<file path="src/rtl/game_link_pkg.sv">
// game_link_pkg: shared constants and frame FSM type for the board-to-board game link
package game_link_pkg;
  localparam logic [7:0] SYNC_BYTE = 8'hA5;
  localparam int FRAME_LEN = 8;
  localparam logic [10:0] BALL_X_RST = 11'd510;
  localparam logic [10:0] BALL_Y_RST = 11'd377;
  typedef enum logic [1:0] {HUNT, COLLECT, CHECK} frame_state_t;
endpackage

</file>
<file path="src/rtl/uart_rx_byte.sv">
// uart_rx_byte: 8N1 UART byte receiver with 2-FF input synchronizer and start-glitch rejection
module uart_rx_byte #(
  parameter int CLKS_PER_BIT = 564
) (
  input  logic       clk,
  input  logic       rst_n,
  input  logic       rx,
  output logic [7:0] data,
  output logic       byte_valid,
  output logic       stop_err
);
  localparam int CW = $clog2(CLKS_PER_BIT) + 1;
  localparam logic [CW-1:0] HALF = CW'(CLKS_PER_BIT / 2 - 1);
  localparam logic [CW-1:0] FULL = CW'(CLKS_PER_BIT - 1);
  typedef enum logic [1:0] {IDLE, START, DATA, STOP} rx_state_t;
  rx_state_t state;
  logic [2:0] sync;
  logic [CW-1:0] cnt;
  logic [2:0] bit_idx;
  logic rx_s, fall;
  assign rx_s = sync[1];
  assign fall = sync[2] & ~sync[1];
  // synchronize rx, find start edge, then sample mid-bit for data and stop
  always_ff @(posedge clk or negedge rst_n)
    if (!rst_n) begin
      sync <= 3'b111;
      state <= IDLE;
      cnt <= '0;
      bit_idx <= '0;
      data <= '0;
      byte_valid <= 1'b0;
      stop_err <= 1'b0;
    end else begin
      sync <= {sync[1:0], rx};
      byte_valid <= 1'b0;
      case (state)
        IDLE: if (fall) begin
          state <= START;
          cnt <= '0;
        end
        START: if (cnt == HALF) begin
          cnt <= '0;
          bit_idx <= '0;
          state <= rx_s ? IDLE : DATA;
        end else cnt <= cnt + 1'b1;
        DATA: if (cnt == FULL) begin
          cnt <= '0;
          data <= {rx_s, data[7:1]};
          bit_idx <= bit_idx + 1'b1;
          if (bit_idx == 3'd7) state <= STOP;
        end else cnt <= cnt + 1'b1;
        STOP: if (cnt == FULL) begin
          cnt <= '0;
          byte_valid <= 1'b1;
          stop_err <= ~rx_s;
          state <= IDLE;
        end else cnt <= cnt + 1'b1;
        default: state <= IDLE;
      endcase
    end
endmodule

</file>
<file path="src/rtl/game_state_rx.sv">
// game_state_rx: receives 8-byte game-state frames and exposes the last validated state
module game_state_rx
  import game_link_pkg::*;
#(
  parameter int CLK_FREQ = 65_000_000,
  parameter int BAUD = 115_200,
  parameter int CLKS_PER_BIT = CLK_FREQ / BAUD,
  parameter int BYTE_TIMEOUT_BITS = 20
) (
  input  logic        clk65MHz,
  input  logic        rst_n,
  input  logic        rx,
  output logic [10:0] x_pos_of_ball,
  output logic [10:0] y_pos_of_ball,
  output logic [3:0]  points_player_1,
  output logic [3:0]  points_player_2,
  output logic [1:0]  who_won,
  output logic        frame_valid,
  output logic        frame_err
);
  localparam int TO = BYTE_TIMEOUT_BITS * CLKS_PER_BIT;
  localparam int TW = $clog2(TO + 1);
  logic [7:0] data;
  logic byte_valid, stop_err, good, ferr;
  frame_state_t state;
  logic [2:0] idx;
  logic [7:0] xr;
  logic [7:0] sh [FRAME_LEN];
  logic [TW-1:0] tcnt;
  uart_rx_byte #(.CLKS_PER_BIT(CLKS_PER_BIT)) u_rx (
    .clk(clk65MHz),
    .rst_n(rst_n),
    .rx(rx),
    .data(data),
    .byte_valid(byte_valid),
    .stop_err(stop_err)
  );
  assign good = ~ferr && sh[7] == xr && sh[1][7:3] == 5'd0 && sh[3][7:3] == 5'd0
             && sh[6][7:2] == 6'd0 && sh[6][1:0] != 2'd3;
  // frame FSM: hunt for sync, collect payload into shadow regs, commit only good frames
  always_ff @(posedge clk65MHz or negedge rst_n)
    if (!rst_n) begin
      state <= HUNT;
      idx <= '0;
      xr <= '0;
      ferr <= 1'b0;
      tcnt <= '0;
      sh <= '{default: '0};
      x_pos_of_ball <= BALL_X_RST;
      y_pos_of_ball <= BALL_Y_RST;
      points_player_1 <= '0;
      points_player_2 <= '0;
      who_won <= '0;
      frame_valid <= 1'b0;
      frame_err <= 1'b0;
    end else begin
      frame_valid <= 1'b0;
      frame_err <= 1'b0;
      case (state)
        HUNT: if (byte_valid && !stop_err && data == SYNC_BYTE) begin
          state <= COLLECT;
          idx <= 3'd1;
          xr <= SYNC_BYTE;
          ferr <= 1'b0;
          tcnt <= '0;
        end
        COLLECT: if (byte_valid) begin
          sh[idx] <= data;
          tcnt <= '0;
          idx <= idx + 1'b1;
          if (idx != 3'(FRAME_LEN - 1)) xr <= xr ^ data;
          if (stop_err) ferr <= 1'b1;
          if (idx == 3'(FRAME_LEN - 1) || stop_err) state <= CHECK;
        end else if (tcnt == TW'(TO - 1)) begin
          frame_err <= 1'b1;
          state <= HUNT;
        end else tcnt <= tcnt + 1'b1;
        CHECK: begin
          state <= HUNT;
          if (good) begin
            x_pos_of_ball <= {sh[1][2:0], sh[2]};
            y_pos_of_ball <= {sh[3][2:0], sh[4]};
            points_player_1 <= sh[5][7:4];
            points_player_2 <= sh[5][3:0];
            who_won <= sh[6][1:0];
            frame_valid <= 1'b1;
          end else frame_err <= 1'b1;
        end
        default: state <= HUNT;
      endcase
    end
endmodule

</file>
<file path="config.mk">
export PLATFORM = sky130hd
export DESIGN_NAME = game_state_rx
export DESIGN_NICKNAME = d
export VERILOG_FILES = /design/src/rtl/game_link_pkg.sv /design/src/rtl/uart_rx_byte.sv /design/src/rtl/game_state_rx.sv
export SDC_FILE = /design/constraint.sdc
export NUM_CORES = 1
export LEC_CHECK = 0
export CORE_MARGIN = 4
export CORE_UTILIZATION = 50
export CTS_CLUSTER_DIAMETER = 150
export CTS_CLUSTER_SIZE = 10
export DETAILED_ROUTE_END_ITERATION = 12
export PLACE_DENSITY = 0.77
export SYNTH_ARGS = -nofsm -noshare
export SYNTH_HDL_FRONTEND = slang
export SYNTH_SLANG_ARGS = --single-unit
</file>
<file path="constraint.sdc">
create_clock -name clk65MHz -period 5.2 [get_ports clk65MHz]
set_clock_uncertainty 0.15 [all_clocks]
set_input_delay 1.56 -clock clk65MHz [delete_from_list [all_inputs] [get_ports clk65MHz]]
set_output_delay 1.56 -clock clk65MHz [all_outputs]
set_load 0.02 [all_outputs]
</file>
==> summary.md <==
| Metric | Value |
|---|---|
| Outcome | `completed` |
| Post-synthesis adder-cell area fraction | `1.90%` |
| PwrDens | `343 mW/mm^2` |
| Share of layout cells above drive strength 1 | `26.9%` |
| Worst-path maximum fanout | `2` |
| Wire per inst | `18.0 um` |
| WP buf/inv | `1` |
| Worst r2r dst | `sh[28]` |
| Net Sw Frac | `24.8%` |
| Core area | `0.0128 sq mm` |
| Cell Area, Synth | `0.00660 sq mm` |
| Clock share of power | `49.4%` |
| Most numerous cell in the Yosys netlist | `dfrtp_1` |
| Maximum vdd ir drop | `0.208 mV` |
| Seq/Total Area, Yosys | `56.1%` |
| Crit. Startpoint | `y_pos_of_ball[0]` |
| Fin crit period | `3280 ps` |
| Initial antenna violation count | `0` |
| Reg2Reg Depth | `5` |
| Initial DRC Count | `307` |
| CTS resizes | `0` |
| Setup CP Type | `reg2out` |
| RSZ-0062 raised after global routing | `false` |
| #FFs+latches synth | `147` |
| Clock Latency Late Sink | `420 ps` |
| Final nets | `590` |
| GRT overflow | `0` |
| # clock sinks | `147` |
| Sequential share of power | `45.9%` |
| CTS Buf Count | `17` |
| Crit-path cells | `clkdlybuf4s50_1` |
| Largest family of logic cells by synthesized area | `multiplexers` |
| Synth Area in XOR/XNOR | `1.59%` |
| Routed via count | `4442` |
| Top FF cell, synth | `dfrtp_1` |
| Worst Setup EP | `y_pos_of_ball[0]` |
| Pre-antenna DRT Iters | `5` |
| Placed insts | `730` |
| Post-CTS setup buffers | `0` |
| Max Clk Rate | `0.305 GHz` |
| Yosys top cell by area | `dfrtp_1` |
| Via-to-Cell Ratio | `5.83` |
| Crit share post-route | `63.1%` |
| Initial core utilization | `51.6%` |
| First-pass GRT wire length | `23600 um` |
| CP startpoint kind | `flop` |
| Cts hold-fix bufs | `0` |
| YS warnings | `0` |
| Critical Path AT | `1570 ps` |
| Normalized max-slew margin | `34.9%` |
| Boundary Pins | `37` |
| Reg2reg start | `state[1]` |
| Comb pwr share | `4.7%` |
| Static Leak | `3.38 nW` |
| # rows | `41` |
| Max-Cap Viols | `0` |
| Synth top area cells | `dfrtp_1 49%, mux2_2 14%, dfstp_2 6.8%` |
| CP required | `3490 ps` |
| Max incr delay on CP | `610 ps` |
| Post-synth cell types | `55` |
| Synth Area in Simple Gates | `12.0%` |
| Post-synth ARST share | `100%` |
| Synth Area in Compound Gates | `9.88%` |
| Die footprint | `0.0151 sq mm` |
| Synth top area share | `49.3%` |
| Synthesis-to-finish area growth | `17.5%` |
| Gr usage total | `20.1%` |
| Number of remaining DRC errors | `0` |
| Multiplexer share of the synthesized area | `15.7%` |
| Final cell count without fillers | `762` |
| Root Driver | `clkbuf_16` |
| Die width | `123 um` |
| Worst-Margin Slew | `977 ps` |
| TNS Setup | `0 ps` |
| Wirelength, routed | `13700 um` |
| Worst-path clk slew | `60 ps` |
| Net switching power figure | `0.000660 W` |
| Fin. max-slew vios | `0` |
| Fin. Hold Viols | `0` |
| Clock buffer depth | `2` |
| Crit. path cell count | `1` |
| CTS tree | `done` |
| Vias in the first global route | `4713` |
| N_diodes | `0` |
| CP max-delay cell | `clkdlybuf4s50_1` |
| Buffers on Ports | `36` |
| Worst Hold Class | `reg2reg` |
| Flop-to-flop setup slack | `2480 ps` |
| Internal | `0.00200 W` |
| Gate Count Post-Synth | `535` |
| Antenna-violating nets left | `0` |
| Synth cell count leaders | `130 x dfrtp_1, 82 x mux2_2, 37 x o21ai_0, 36 x nand2_1, 25 x inv_1` |
| Fillers | `961` |
| CP delay by family, top | `buffers and inverters` |
| Die height | `123 um` |
| H-Tree Level Count | `4` |
| Mapped Nets | `548` |
| RePlAce Congestion | `0.869` |
| Setup crit end kind | `output port` |
| Final setup violation count | `0` |
| Estimated wirelength of the detail-placed design | `8880 um` |
| Post-synth EDFFs | `0` |
| Largest net degree at the start of global routing | `98` |
| Post-synthesis area per instance | `12.3 sq um` |
-- registers in the layout, indices dropped and copies added, names as in the netlist, 2 cells and up, named ones only --
| register | flops |
|---|---|
| u_rx.data | 8 |
| tcnt | 14 |
| points_player_1 | 4 |
| idx | 3 |
| u_rx.bit_idx | 3 |
| sh | 56 |
| points_player_2 | 4 |
| u_rx.sync | 3 |
| y_pos_of_ball | 11 |
| who_won | 2 |
| state | 2 |
| xr | 8 |
| x_pos_of_ball | 11 |
| u_rx.cnt | 11 |
-- cells in the final DEF, fill, tap and decap left out, drive strengths merged, types with 2 or more instances in the layout --
| cell type | synthesis | layout |
|---|---|---|
| a211oi | 2 | 2 |
| a21oi | 15 | 15 |
| a22o | 4 | 4 |
| a31o | 5 | 5 |
| a31oi | 15 | 15 |
| and4 | 2 | 2 |
| and4bb | 2 | 2 |
| buf | 7 | 5 |
| bufinv | 0 | 3 |
| clkbuf | 10 | 17 |
| clkdlybuf4s50 | 0 | 35 |
| clkinv | 0 | 3 |
| dfrtp | 130 | 130 |
| dfstp | 17 | 17 |
| ha | 10 | 10 |
| inv | 25 | 33 |
| mux2 | 82 | 82 |
| mux2i | 11 | 11 |
| nand2 | 36 | 36 |
| nand2b | 4 | 4 |
| nand3 | 16 | 16 |
| nand4 | 7 | 7 |
| nor2 | 9 | 9 |
| nor2b | 5 | 5 |
| nor3 | 12 | 12 |
| nor4 | 8 | 8 |
| o211ai | 6 | 6 |
| o21ai | 38 | 38 |
| o22ai | 5 | 5 |
| o31ai | 9 | 9 |
| or2 | 2 | 2 |
| or3 | 6 | 6 |
| or4 | 10 | 10 |
| xnor2 | 11 | 11 |
-- routing by layer --
layer	vias up	GRT usage (%)	part of all wire (%)
li1	2056	-	-
met1	2266	26.1	43
met2	101	33.0	52
met3	19	4.15	3.6
met4	0	7.77	1.6
met5	-	0	0
-- power by group through the flow --
stage	registers, W	logic [W]	clock network (W)
6_report	0.00122	0.000126	0.00131
5_1_grt	0.00123	0.000149	0.00138
4_1_cts	0.00122	0.000128	0.00133
3_5_place_dp	0.00124	0.000127	0
3_3_place_gp	0.00124	0.000116	0
2_1_floorplan	0.00122	0.0000902	0
-- final cells by class --
| type | count | area, sq um | area share, % |
|---|---|---|---|
| flip-flops and latches | 147 | 3700 | 47.7 |
| multi-input cells | 346 | 2710 | 35.0 |
| clock buffers | 17 | 425 | 5.49 |
| repair buffers | 40 | 392 | 5.05 |
| well taps | 172 | 215 | 2.78 |
| clock inverters | 15 | 214 | 2.76 |
| inverters | 25 | 93.8 | 1.21 |
-- metrics by stage --
stage               instance area (sq um)  utilization, %  hold WS (ps)  setup slack, ps  total power [W]
floorplan                            6600               -           195             2930          0.00131
global placement                     7110            55.7           198             2390          0.00135
detailed placement                   7110            55.7           207             2370          0.00137
CTS                                  7750            60.7           215             1890          0.00268
global route                         7750            60.7           216             1880          0.00276
finish                               7750            60.7           215             1920          0.00266
-- worst min path at each step --
stage	startpoint	end	slack (ps)	cells after the start
6_report	u_rx.sync[0]	u_rx.sync[1]	210	0
5_1_grt	u_rx.sync[0]	u_rx.sync[1]	220	0
4_1_cts	u_rx.sync[0]	u_rx.sync[1]	220	0
3_5_place_dp	u_rx.sync[0]	u_rx.sync[1]	210	0
3_3_place_gp	u_rx.sync[0]	u_rx.sync[1]	200	0
2_1_floorplan	u_rx.sync[0]	u_rx.sync[1]	200	0
-- kinds of logic (layout without fill, tap and decap cells) --
| kind of cell | after synthesis | count (layout) |
|---|---|---|
| XOR/XNOR | 12 | 12 |
| AO/OA/AOI/OAI | 104 | 104 |
| flip-flops | 147 | 147 |
| multiplexers | 93 | 93 |
| buffers and inverters | 42 | 97 |
| AND/OR/NAND/NOR | 127 | 127 |
| adder cells (fa/ha/maj) | 10 | 10 |
No activity file was read; power rests on OpenSTA's default activity.
